[src/rtl/io_pkg.sv]
// rtl/io_pkg.sv - shared I/O request encodings and controller state type
package io_pkg;

  localparam logic [1:0] IO_NONE = 2'b00;
  localparam logic [1:0] IO_OUT  = 2'b01;
  localparam logic [1:0] IO_IN   = 2'b10;
  localparam logic [1:0] IO_RSVD = 2'b11;

  typedef enum logic [1:0] {
    IDLE         = 2'd0,
    WAIT_PRESS   = 2'd1,
    CAPTURE      = 2'd2,
    WAIT_RELEASE = 2'd3
  } io_state_t;

endpackage

[src/rtl/button_debouncer.sv]
// rtl/button_debouncer.sv - two-flop synchroniser plus stability-count debouncer
module button_debouncer #(
  parameter int DEBOUNCE_CYCLES = 50000
) (
  input  logic clk,
  input  logic reset,
  input  logic raw,
  output logic level
);

  localparam int CW = $clog2(DEBOUNCE_CYCLES + 1);
  localparam logic [CW-1:0] CNT_LAST = CW'(DEBOUNCE_CYCLES - 1);

  logic          sync1_q, sync1_d;
  logic          sync2_q, sync2_d;
  logic          level_q, level_d;
  logic [CW-1:0] cnt_q, cnt_d;

  always_comb begin
    sync1_d = raw;
    sync2_d = sync1_q;
    level_d = level_q;
    cnt_d   = '0;
    // Count only while the synchronised input disagrees; any agreement restarts the window.
    if (sync2_q != level_q) begin
      if (cnt_q == CNT_LAST) begin
        level_d = sync2_q;
      end else begin
        cnt_d = cnt_q + CW'(1);
      end
    end
  end

  always_ff @(posedge clk) begin
    if (reset) begin
      sync1_q <= 1'b0;
      sync2_q <= 1'b0;
      level_q <= 1'b0;
      cnt_q   <= '0;
    end else begin
      sync1_q <= sync1_d;
      sync2_q <= sync2_d;
      level_q <= level_d;
      cnt_q   <= cnt_d;
    end
  end

  assign level = level_q;

endmodule

[src/rtl/io_request_controller.sv]
// rtl/io_request_controller.sv - stalls on input requests until a debounced button press,
// latches output-request data into the display register
module io_request_controller
  import io_pkg::*;
#(
  parameter int DEBOUNCE_CYCLES = 50000,
  parameter int SW_W            = 4
) (
  input  logic            clk,
  input  logic            reset,
  input  logic [1:0]      io_ctrl,
  input  logic [31:0]     wdata,
  input  logic            botao_in,
  input  logic [SW_W-1:0] switches,
  output logic            stall,
  output logic [31:0]     rdata,
  output logic            rdata_valid,
  output logic [31:0]     display_value,
  output logic            display_valid
);

  io_state_t   state_q, state_d;
  logic [31:0] rdata_q, rdata_d;
  logic        rdata_valid_q, rdata_valid_d;
  logic [31:0] display_value_q, display_value_d;
  logic        display_valid_q, display_valid_d;
  logic        btn_db;
  logic        is_in;
  logic        is_abort;

  button_debouncer #(
    .DEBOUNCE_CYCLES(DEBOUNCE_CYCLES)
  ) u_debouncer (
    .clk  (clk),
    .reset(reset),
    .raw  (botao_in),
    .level(btn_db)
  );

  assign is_in    = (io_ctrl == IO_IN);
  // An output request while waiting for the press is serviced without dropping the pending input.
  assign is_abort = (io_ctrl == IO_NONE) || (io_ctrl == IO_RSVD);

  always_comb begin
    state_d         = state_q;
    rdata_d         = rdata_q;
    rdata_valid_d   = 1'b0;
    display_value_d = display_value_q;
    display_valid_d = display_valid_q;

    case (state_q)
      IDLE: begin
        if (is_in) begin
          state_d = btn_db ? WAIT_RELEASE : WAIT_PRESS;
        end
      end
      WAIT_PRESS: begin
        if (is_abort) begin
          state_d = IDLE;
        end else if (btn_db) begin
          state_d              = CAPTURE;
          rdata_d              = '0;
          rdata_d[SW_W-1:0]    = switches;
          rdata_valid_d        = 1'b1;
        end
      end
      CAPTURE: begin
        state_d = WAIT_RELEASE;
      end
      WAIT_RELEASE: begin
        if (!btn_db) begin
          state_d = IDLE;
        end
      end
      default: begin
        state_d = IDLE;
      end
    endcase

    if (io_ctrl == IO_OUT) begin
      display_value_d = wdata;
      display_valid_d = 1'b1;
    end
  end

  always_ff @(posedge clk) begin
    if (reset) begin
      state_q         <= IDLE;
      rdata_q         <= '0;
      rdata_valid_q   <= 1'b0;
      display_value_q <= '0;
      display_valid_q <= 1'b0;
    end else begin
      state_q         <= state_d;
      rdata_q         <= rdata_d;
      rdata_valid_q   <= rdata_valid_d;
      display_value_q <= display_value_d;
      display_valid_q <= display_valid_d;
    end
  end

  assign stall         = is_in && (state_q != CAPTURE);
  assign rdata         = rdata_q;
  assign rdata_valid   = rdata_valid_q;
  assign display_value = display_value_q;
  assign display_valid = display_valid_q;

endmodule
[config.mk]
export PLATFORM = sky130hd
export DESIGN_NAME = io_request_controller
export DESIGN_NICKNAME = d
export VERILOG_FILES = /design/src/rtl/io_pkg.sv /design/src/rtl/button_debouncer.sv /design/src/rtl/io_request_controller.sv
export SDC_FILE = /design/constraint.sdc
export NUM_CORES = 1
export LEC_CHECK = 0
export CORE_UTILIZATION = 46
export CTS_CLUSTER_SIZE = 24
export DETAILED_ROUTE_END_ITERATION = 7
export PLACE_DENSITY_LB_ADDON = 0.25
export SYNTH_ARGS = -nofsm -noshare
export SYNTH_HDL_FRONTEND = slang
export SYNTH_HIERARCHICAL = 1
export SYNTH_SLANG_ARGS = --single-unit
[constraint.sdc]
create_clock -name clk -period 3.9 [get_ports clk]
set_clock_uncertainty 0.1 [all_clocks]
set_input_delay 0.78 -clock clk [delete_from_list [all_inputs] [get_ports clk]]
set_output_delay 0.78 -clock clk [all_outputs]
set_load 0.005 [all_outputs]
# --- Word level (Yosys, flattened, before mapping) ---
# Cells that the tools add are included.
word_totals:
  out_inout_bits: 67
  word_cells: 41
  regBits: 59
  input_bits: 41
op_classes:
  n_addsub: 1
  muxes: 7
  reduce_logical: 9
  bitwise: 3
  eq_ne: 12
op_table:
  columns: ["op", "count"]
  rows:
  - ["$add 16x1->16 const B", 1]
  - ["$eq 16x16->1 const B", 1]
  - ["$mux 2", 5]
  - ["$eq 2x2->1 const B", 4]
  - ["$pmux 2 s4", 1]
  - ["$ne 2x2->1 const B", 3]
  - ["$reduce_and 3->1", 2]
  - ["$reduce_or 3->1", 2]
  - ["$eq 2x1->1 const B", 2]
  - ["$logic_not 2->1", 2]
  - ["$ne 3x2->1 const B", 1]
  - ["$not 1->1", 3]
  - ["$reduce_and 2->1", 1]
  - ["$logic_and 1x1->1", 1]
  - ["$logic_or 1x1->1", 1]
  - ["$mux 1", 1]
  - ["$ne 1x1->1", 1]

# --- Logic depth before layout (Yosys ltp) ---
# Gate-level depths: netlist (run 1).
depth:
  word_depth: 4
  ltp_mapped: 6
  depth_no_buf: 5

# --- By module ---
# Netlist (run 1), hierarchy kept.
by_module_without_submodules:
  columns: ["mod", "instances", "seq_area_each_um2", "cells_each", "area_per_inst_um2"]
  rows:
  - ["io_request_controller", 1, 800.8, 167, 1692.9]
  - ["button_debouncer", 1, 380.4, 87, 847.1]

# --- Worst setup path after synthesis (run 1) ---
# No wires, ideal clock.
synth_timing:
  path_type: "input port to output port"
  from: "in io_ctrl[0]"
  to: "out stall"
  stages: 3
  required_time_ns: 3.020
  n_path_buf: 0
  path_slack_ns: 1.886
  arrival_time_ns: 1.134
  cell_sequence: "inv_1 -> ha_1 -> a21boi_1"
synth_between:
  elab_chain_cells: 2
synth_lines:
  columns: ["element", "line_no", "rtl"]
  rows:
  - ["start, declared", "io_request_controller.sv:11", "input logic [1:0] io_ctrl,"]
  - ["$eq 2x2->1", "io_request_controller.sv:40", "assign is_in = (io_ctrl == IO_IN);"]
  - ["$logic_and 1x1->1", "io_request_controller.sv:102", "assign stall = is_in && (state_q != CAPTURE);"]
  - ["end, declared", "io_request_controller.sv:15", "output logic stall,"]
# No other way between the ends.

# --- Worst setup path in the final report (run 1) ---
# Same ends and word-level chain as after synthesis.

==> impl_metrics.yaml, run 1 <==
run:
  maxCapViolations: 0
synth:
  async_reset_ff_frac: 0
  syn_avg_cell_area_sq_um: 10.0
  ys_types: 34
  synth_edf_count: 0
  synth_commonest_cells: "dfxtp_1 (59), nor2_1 (57), mux2i_1 (37)"
  synth_top_flop_cell: "dfxtp_1"
  synth_top_area_frac: 0.465
  ys_ff_latch: 59
  synth_area_leaders: "dfxtp_1 (47%), mux2i_1 (15%), buf_4 (8.6%), nor2_1 (8.4%), xnor2_1 (4.8%)"
  synth_largest_area_cell: "dfxtp_1"
  synth_seq_area_share: 0.465
  syn_area_sq_um: 2540
  yosysMostFrequentCell: "dfxtp_1"
  synth_cells: 254
  synth-warning-count: 6
clocking:
  postCtsSetupBuffers: 0
  cts_inserted_buffers: 9
  ctsLongestPathBuffers: 2
  hold_buffers: 0
  cts_tree: "done"
  clock_sinks: 59
  cts_max_level: 3
  cts_root_buffer: "clkbuf_8"
  postCtsResizedCells: 0
  clkLatencyLatePin_ps: 330
  path_clk_slew_ps: 60
route:
  first_pass_iters: 4
  ant_nets: 0
  vias: 1874
  wl_per_cell_um: 12.6
  vias_per_cell: 4.56
  route.detailed.drc: 0
  routed_wl_um: 5180
  drtIter0Drc: 68
critical_path:
  worst_setup_path_start_kind: "input pin"
  cp.required_ps: 3020
  ff2ff_setup_slack_ps: 2020
  r2r_end: "u_debouncer/cnt_q[2]$_SDFF_PP0_"
  cp-startpoint: "io_ctrl[0]"
  cp_data_arrival_time_ps: 2100
  rr_startpoint: "u_debouncer/cnt_q[0]$_SDFF_PP0_"
  ff2ff_path_depth: 5
  worstPathMaxFanout: 2
  critPathCaptureType: "output port"
  worstSetupPathType: "input pin to output port"
  crit_path_end: "stall"
floorplan:
  core_area_sq_um: 5200
  die_h_um: 76.3
  num_rows: 26
  dieWidth_um: 76.3
  io_pins: 108
  start_util: 0.488
  dieArea_sq_um: 5820
global_routing:
  antenna_found_initial: 0
  grt_pass1_wl_um: 8690
  grt_max_degree: 45
  first_global_vias: 1841
  grt_overflow_total: 0
  track_usage: 0.192
timing:
  maxSlewHeadroom: 0.588
  hold_viol: 0
  finalCriticalPeriod_ps: 2980
  setup_viol: 0
  maxSlewViolCount: 0
  rsz0062_at_grt: "false"
  finalCritPeriodShare: 0.765
  fin_setup_tns_ps: 0
  worst_slack_ps: 917
  timing.fmax_ghz: 0.335
  worst_slew_pin_slew_ps: 618
finish:
  nets: 380
  syn_to_final_growth_pct: 36.4
  finalNonFillerCells: 411
  drive_gt1_frac: 0.0792
  antenna_cells: 0
  fill_cells: 451
  final_util: 0.666
place:
  dp_hpwl_um: 3580
  gp_congestion: 0.699
  portBuffers: 79
  preCtsSetupSlack_ps: 901
  numPlacedInstances: 395
run_status:
  status: "finished, final reports clean"
power_and_ir_drop:
  vdd_drop_max_uv: 265
  power_density_nw_per_um2: 392
  leakage_uw: 0.00133
min_path:
  min_path_type: "flip-flop to flip-flop"
-- registers in the layout (all words and copies together), names as in the netlist --
| signal | count |
|---|---|
| display_valid | 1 |
| display_value | 32 |
| rdata | 4 |
| rdata_valid | 1 |
| state_q | 2 |
| u_debouncer/cnt_q | 16 |
| u_debouncer/level | 1 |
| u_debouncer/sync1_q | 1 |
| u_debouncer/sync2_q | 1 |
-- cells by family after synthesis --
| logic type | after synthesis | synth area share |
|---|---|---|
| flip-flops | 59 | 0.465 |
| multiplexers | 37 | 0.146 |
| AO/OA/AOI/OAI | 5 | 0.0133 |
| other | 1 | 0.00148 |
| buffers and inverters | 44 | 0.123 |
| AND/OR/NAND/NOR | 90 | 0.185 |
| XOR/XNOR | 15 | 0.0517 |
| adder cells (fa/ha/maj) | 3 | 0.0148 |
-- routing by layer --
metal / track usage / routed length (um)
met2: 0.320 / 2550
met3: 0.0958 / 396
met5: 0 / 0
met4: 0.0673 / 94
met1: 0.212 / 2140
-- cell type report --
type | instances | area, sq um | share of cell area
flip-flops and latches | 59 | 1180 | 0.341
multi-input cells | 178 | 1150 | 0.332
repair buffers | 82 | 813 | 0.235
clock buffers | 11 | 131 | 0.0379
well taps | 70 | 87.6 | 0.0253
clock inverters | 5 | 77.6 | 0.0224
inverters | 6 | 22.5 | 0.00650
-- stage by stage --
step	total power (uW)	hold WS, ps	instance area [sq um]
6_report	1360	364	3460
2_1_floorplan	719	314	2640
3_3_place_gp	778	316	3260
4_1_cts	1380	364	3460
5_1_grt	1420	399	3460
3_5_place_dp	780	326	3260
-- layout by cell type, fill, tap and decap left out, drive strengths merged, types with 3 or more instances in the layout --
cell           instances
clkdlybuf4s50         79
conb                  28
nand3                  5
nor4                   3
clkbuf                11
nor2                  59
nand2                  4
buf                    3
nor2b                  3
mux2i                 37
nand4                  3
ha                     3
nor3                   4
dfxtp                 59
xnor2                 14
inv                    6
-- critical path: stages --
cell,delay (ps)
clkdlybuf4s50_1,420
inv_1,70
ha_1,160
a21boi_1,160
clkdlybuf4s50_1,510
-- worst min-delay path by stage --
stage,start,depth (start not counted),endpoint
2_1_floorplan,u_debouncer/sync1_q$_SDFF_PP0_,1,u_debouncer/sync2_q$_SDFF_PP0_
3_3_place_gp,u_debouncer/sync1_q$_SDFF_PP0_,1,u_debouncer/sync2_q$_SDFF_PP0_
3_5_place_dp,u_debouncer/sync1_q$_SDFF_PP0_,1,u_debouncer/sync2_q$_SDFF_PP0_
4_1_cts,u_debouncer/cnt_q[0]$_SDFF_PP0_,1,u_debouncer/cnt_q[0]$_SDFF_PP0_
5_1_grt,u_debouncer/sync1_q$_SDFF_PP0_,1,u_debouncer/sync2_q$_SDFF_PP0_
6_report,u_debouncer/cnt_q[0]$_SDFF_PP0_,1,u_debouncer/cnt_q[0]$_SDFF_PP0_
-- where the power goes --
group	total, uW	internal [uW]	switching [uW]
combinational	136	86.0	50.3
sequential	631	621	9.60
clock	592	358	234
total	1360	1070	294
(Power assumes the default switching activity.)
==> run 2: changes to the inputs <==
Settings changed: CORE_UTILIZATION 46 to 38.
Clock period 3.9 ns to 2.5 ns, I/O delays scaled along.
==> run 2 against run 1 <==
Setup slack got worse by 830 ps. Combinational power increased by 57%. Highest routed layer unchanged. Routed wire length decreased by 3.8%. First-iteration DRC count decreased by 38%. Largest cell class unchanged. Final cell count increased by 1.5%. Count of clock-buffer cells in the layout increased by 2. Worst hold slack got worse by 24 ps. Register-to-register slack got worse by 1400 ps. Flip-flop and latch count unchanged. Die area increased by 20%. Largest power group unchanged. Final area increased by 0.18%. Critical endpoint unchanged. Total power increased by 51%.
==> impl_metrics.yaml, run 2 (synthesis gave the netlist of run 1 again) <==
run_status:
  status: "finished, final reports clean"
floorplan:
  io_pins: 108
  start_util: 0.398
  core_area_sq_um: 6390
  num_rows: 29
  die_h_um: 83.8
  dieArea_sq_um: 7010
  dieWidth_um: 83.8
min_path:
  whs_path_depth: 1
  min_path_type: "flip-flop to flip-flop"
critical_path:
  crit_cells: 5
  ff2ff_path_depth: 5
  r2r_end: "u_debouncer/cnt_q[10]$_SDFF_PP0_"
  worstSetupPathType: "input pin to output port"
  worst_setup_path_start_kind: "input pin"
  rr_startpoint: "u_debouncer/cnt_q[0]$_SDFF_PP0_"
  cpPeakStageDelay_ps: 510
  cp-startpoint: "io_ctrl[0]"
  critical_path.top_delay_family: "buffers and inverters"
  cp_cell_sequence: "clkdlybuf4s50_1 -> inv_1 -> ha_1 -> a21boi_1 -> clkdlybuf4s50_1"
  ff2ff_setup_slack_ps: 650
  critPathCaptureType: "output port"
  crit_path_end: "stall"
  cp_data_arrival_time_ps: 1820
  crit_path_frequent_cell: "clkdlybuf4s50_1"
  cp.required_ps: 1900
  path_buf_inv: 3
  slowest_stage: "clkdlybuf4s50_1"
  worstPathMaxFanout: 2
finish:
  antenna_cells: 0
  drive_gt1_frac: 0.0765
  nets: 380
  final_common_cell: "clkdlybuf4s50_1"
  register_area_sq_um: 1180
  mostFrequentLayoutCells: "clkdlybuf4s50_1 (79), dfxtp_1 (59), nor2_1 (57)"
  largest_reg_flops: 32
  fill_cells: 592
  syn_to_final_growth_pct: 36.7
  multiInputGateArea_sq_um: 1150
timing:
  setup_viol: 0
  finalCritPeriodShare: 0.966
  fin_setup_tns_ps: 0
  timing.fmax_ghz: 0.414
  hold_viol: 0
  maxSlewViolCount: 0
  rsz0062_at_grt: "false"
  finalCriticalPeriod_ps: 2420
clocking:
  postCtsResizedCells: 0
  cts_inserted_buffers: 9
  clock_sinks: 59
  ctsLongestPathBuffers: 2
  cts_max_level: 3
  path_clk_slew_ps: 60
  hold_buffers: 0
  cts_root_buffer: "clkbuf_8"
  clkLatencyLatePin_ps: 330
  cts_tree: "done"
  postCtsSetupBuffers: 0
place:
  gp_congestion: 0.697
  dp_hpwl_um: 3510
  portBuffers: 79
route:
  wl_per_cell_um: 12.0
  first_pass_iters: 4
  route.detailed.drc: 0
  vias_per_cell: 4.41
  drtIter0Drc: 42
  vias: 1841
  ant_nets: 0
  routed_wl_um: 4990
global_routing:
  grt_max_degree: 34
  first_global_vias: 1833
  track_usage: 0.155
  grt_overflow_total: 0
  antenna_found_initial: 0
  grt_pass1_wl_um: 8480
power_and_ir_drop:
  vdd_drop_max_uv: 358
  leakage_uw: 0.00133
  power_density_nw_per_um2: 591
  power_uw: 2050
run:
  maxCapViolations: 0
[run 2: changes by cell type in the layout (fill, tap and decap cells not counted)]
cell	delta
clkbuf_8	+2
clkinvlp_4	-1
buf_4	-1
bufinv_16	-1
clkinv_2	-1
buf_12	+1
[run 2: worst reg2reg max path: stages, from the launching register on]
cell and delay (ps):
dfxtp_1 370, ha_1 190, nand3_1 270, nand4b_1 370, nand2_2 310, nor2_1 100
[run 2: cell type report]
| class | count | area share |
|---|---|---|
| clock buffers | 13 | 0.0458 |
| clock inverters | 2 | 0.0101 |
| inverters | 6 | 0.00649 |
| multi-input cells | 178 | 0.332 |
| flip-flops and latches | 59 | 0.340 |
| well taps | 77 | 0.0278 |
| repair buffers | 82 | 0.238 |
[run 2: per-layer routing]
metal  vias to the layer above  GRT usage  part of all wire
met2                        57      0.234              0.45
met1                       840      0.176              0.44
met3                         4      0.101             0.097
met4                         0     0.0508            0.0054
li1                        940          -                 -
met5                         -          0                 0
[run 2: how the worst min path moves through the flow]
stage	startpoint	to	slack, ps
2_1_floorplan	u_debouncer/sync1_q$_SDFF_PP0_	u_debouncer/sync2_q$_SDFF_PP0_	310
3_3_place_gp	u_debouncer/sync1_q$_SDFF_PP0_	u_debouncer/sync2_q$_SDFF_PP0_	320
3_5_place_dp	u_debouncer/sync1_q$_SDFF_PP0_	u_debouncer/sync2_q$_SDFF_PP0_	330
4_1_cts	u_debouncer/sync1_q$_SDFF_PP0_	u_debouncer/sync2_q$_SDFF_PP0_	340
5_1_grt	u_debouncer/sync1_q$_SDFF_PP0_	u_debouncer/sync2_q$_SDFF_PP0_	370
6_report	u_debouncer/sync1_q$_SDFF_PP0_	u_debouncer/sync2_q$_SDFF_PP0_	340
[run 2: metrics by stage]
step	util	instance area (sq um)	hold WS (ps)	instances	setup slack, ps
floorplan	-	2640	314	281	877
global placement	0.513	3280	322	402	105
detailed placement	0.513	3280	325	402	69.0
CTS	0.543	3470	340	417	68.5
global route	0.543	3470	365	417	9.22
finish	0.543	3470	340	417	84.5
[run 2: report_power, final]
part           leakage [uW]  switching (uW)  internal, uW
sequential         0.000480            15.2           970
clock             0.0000995             346           509
combinational      0.000746            77.7           136
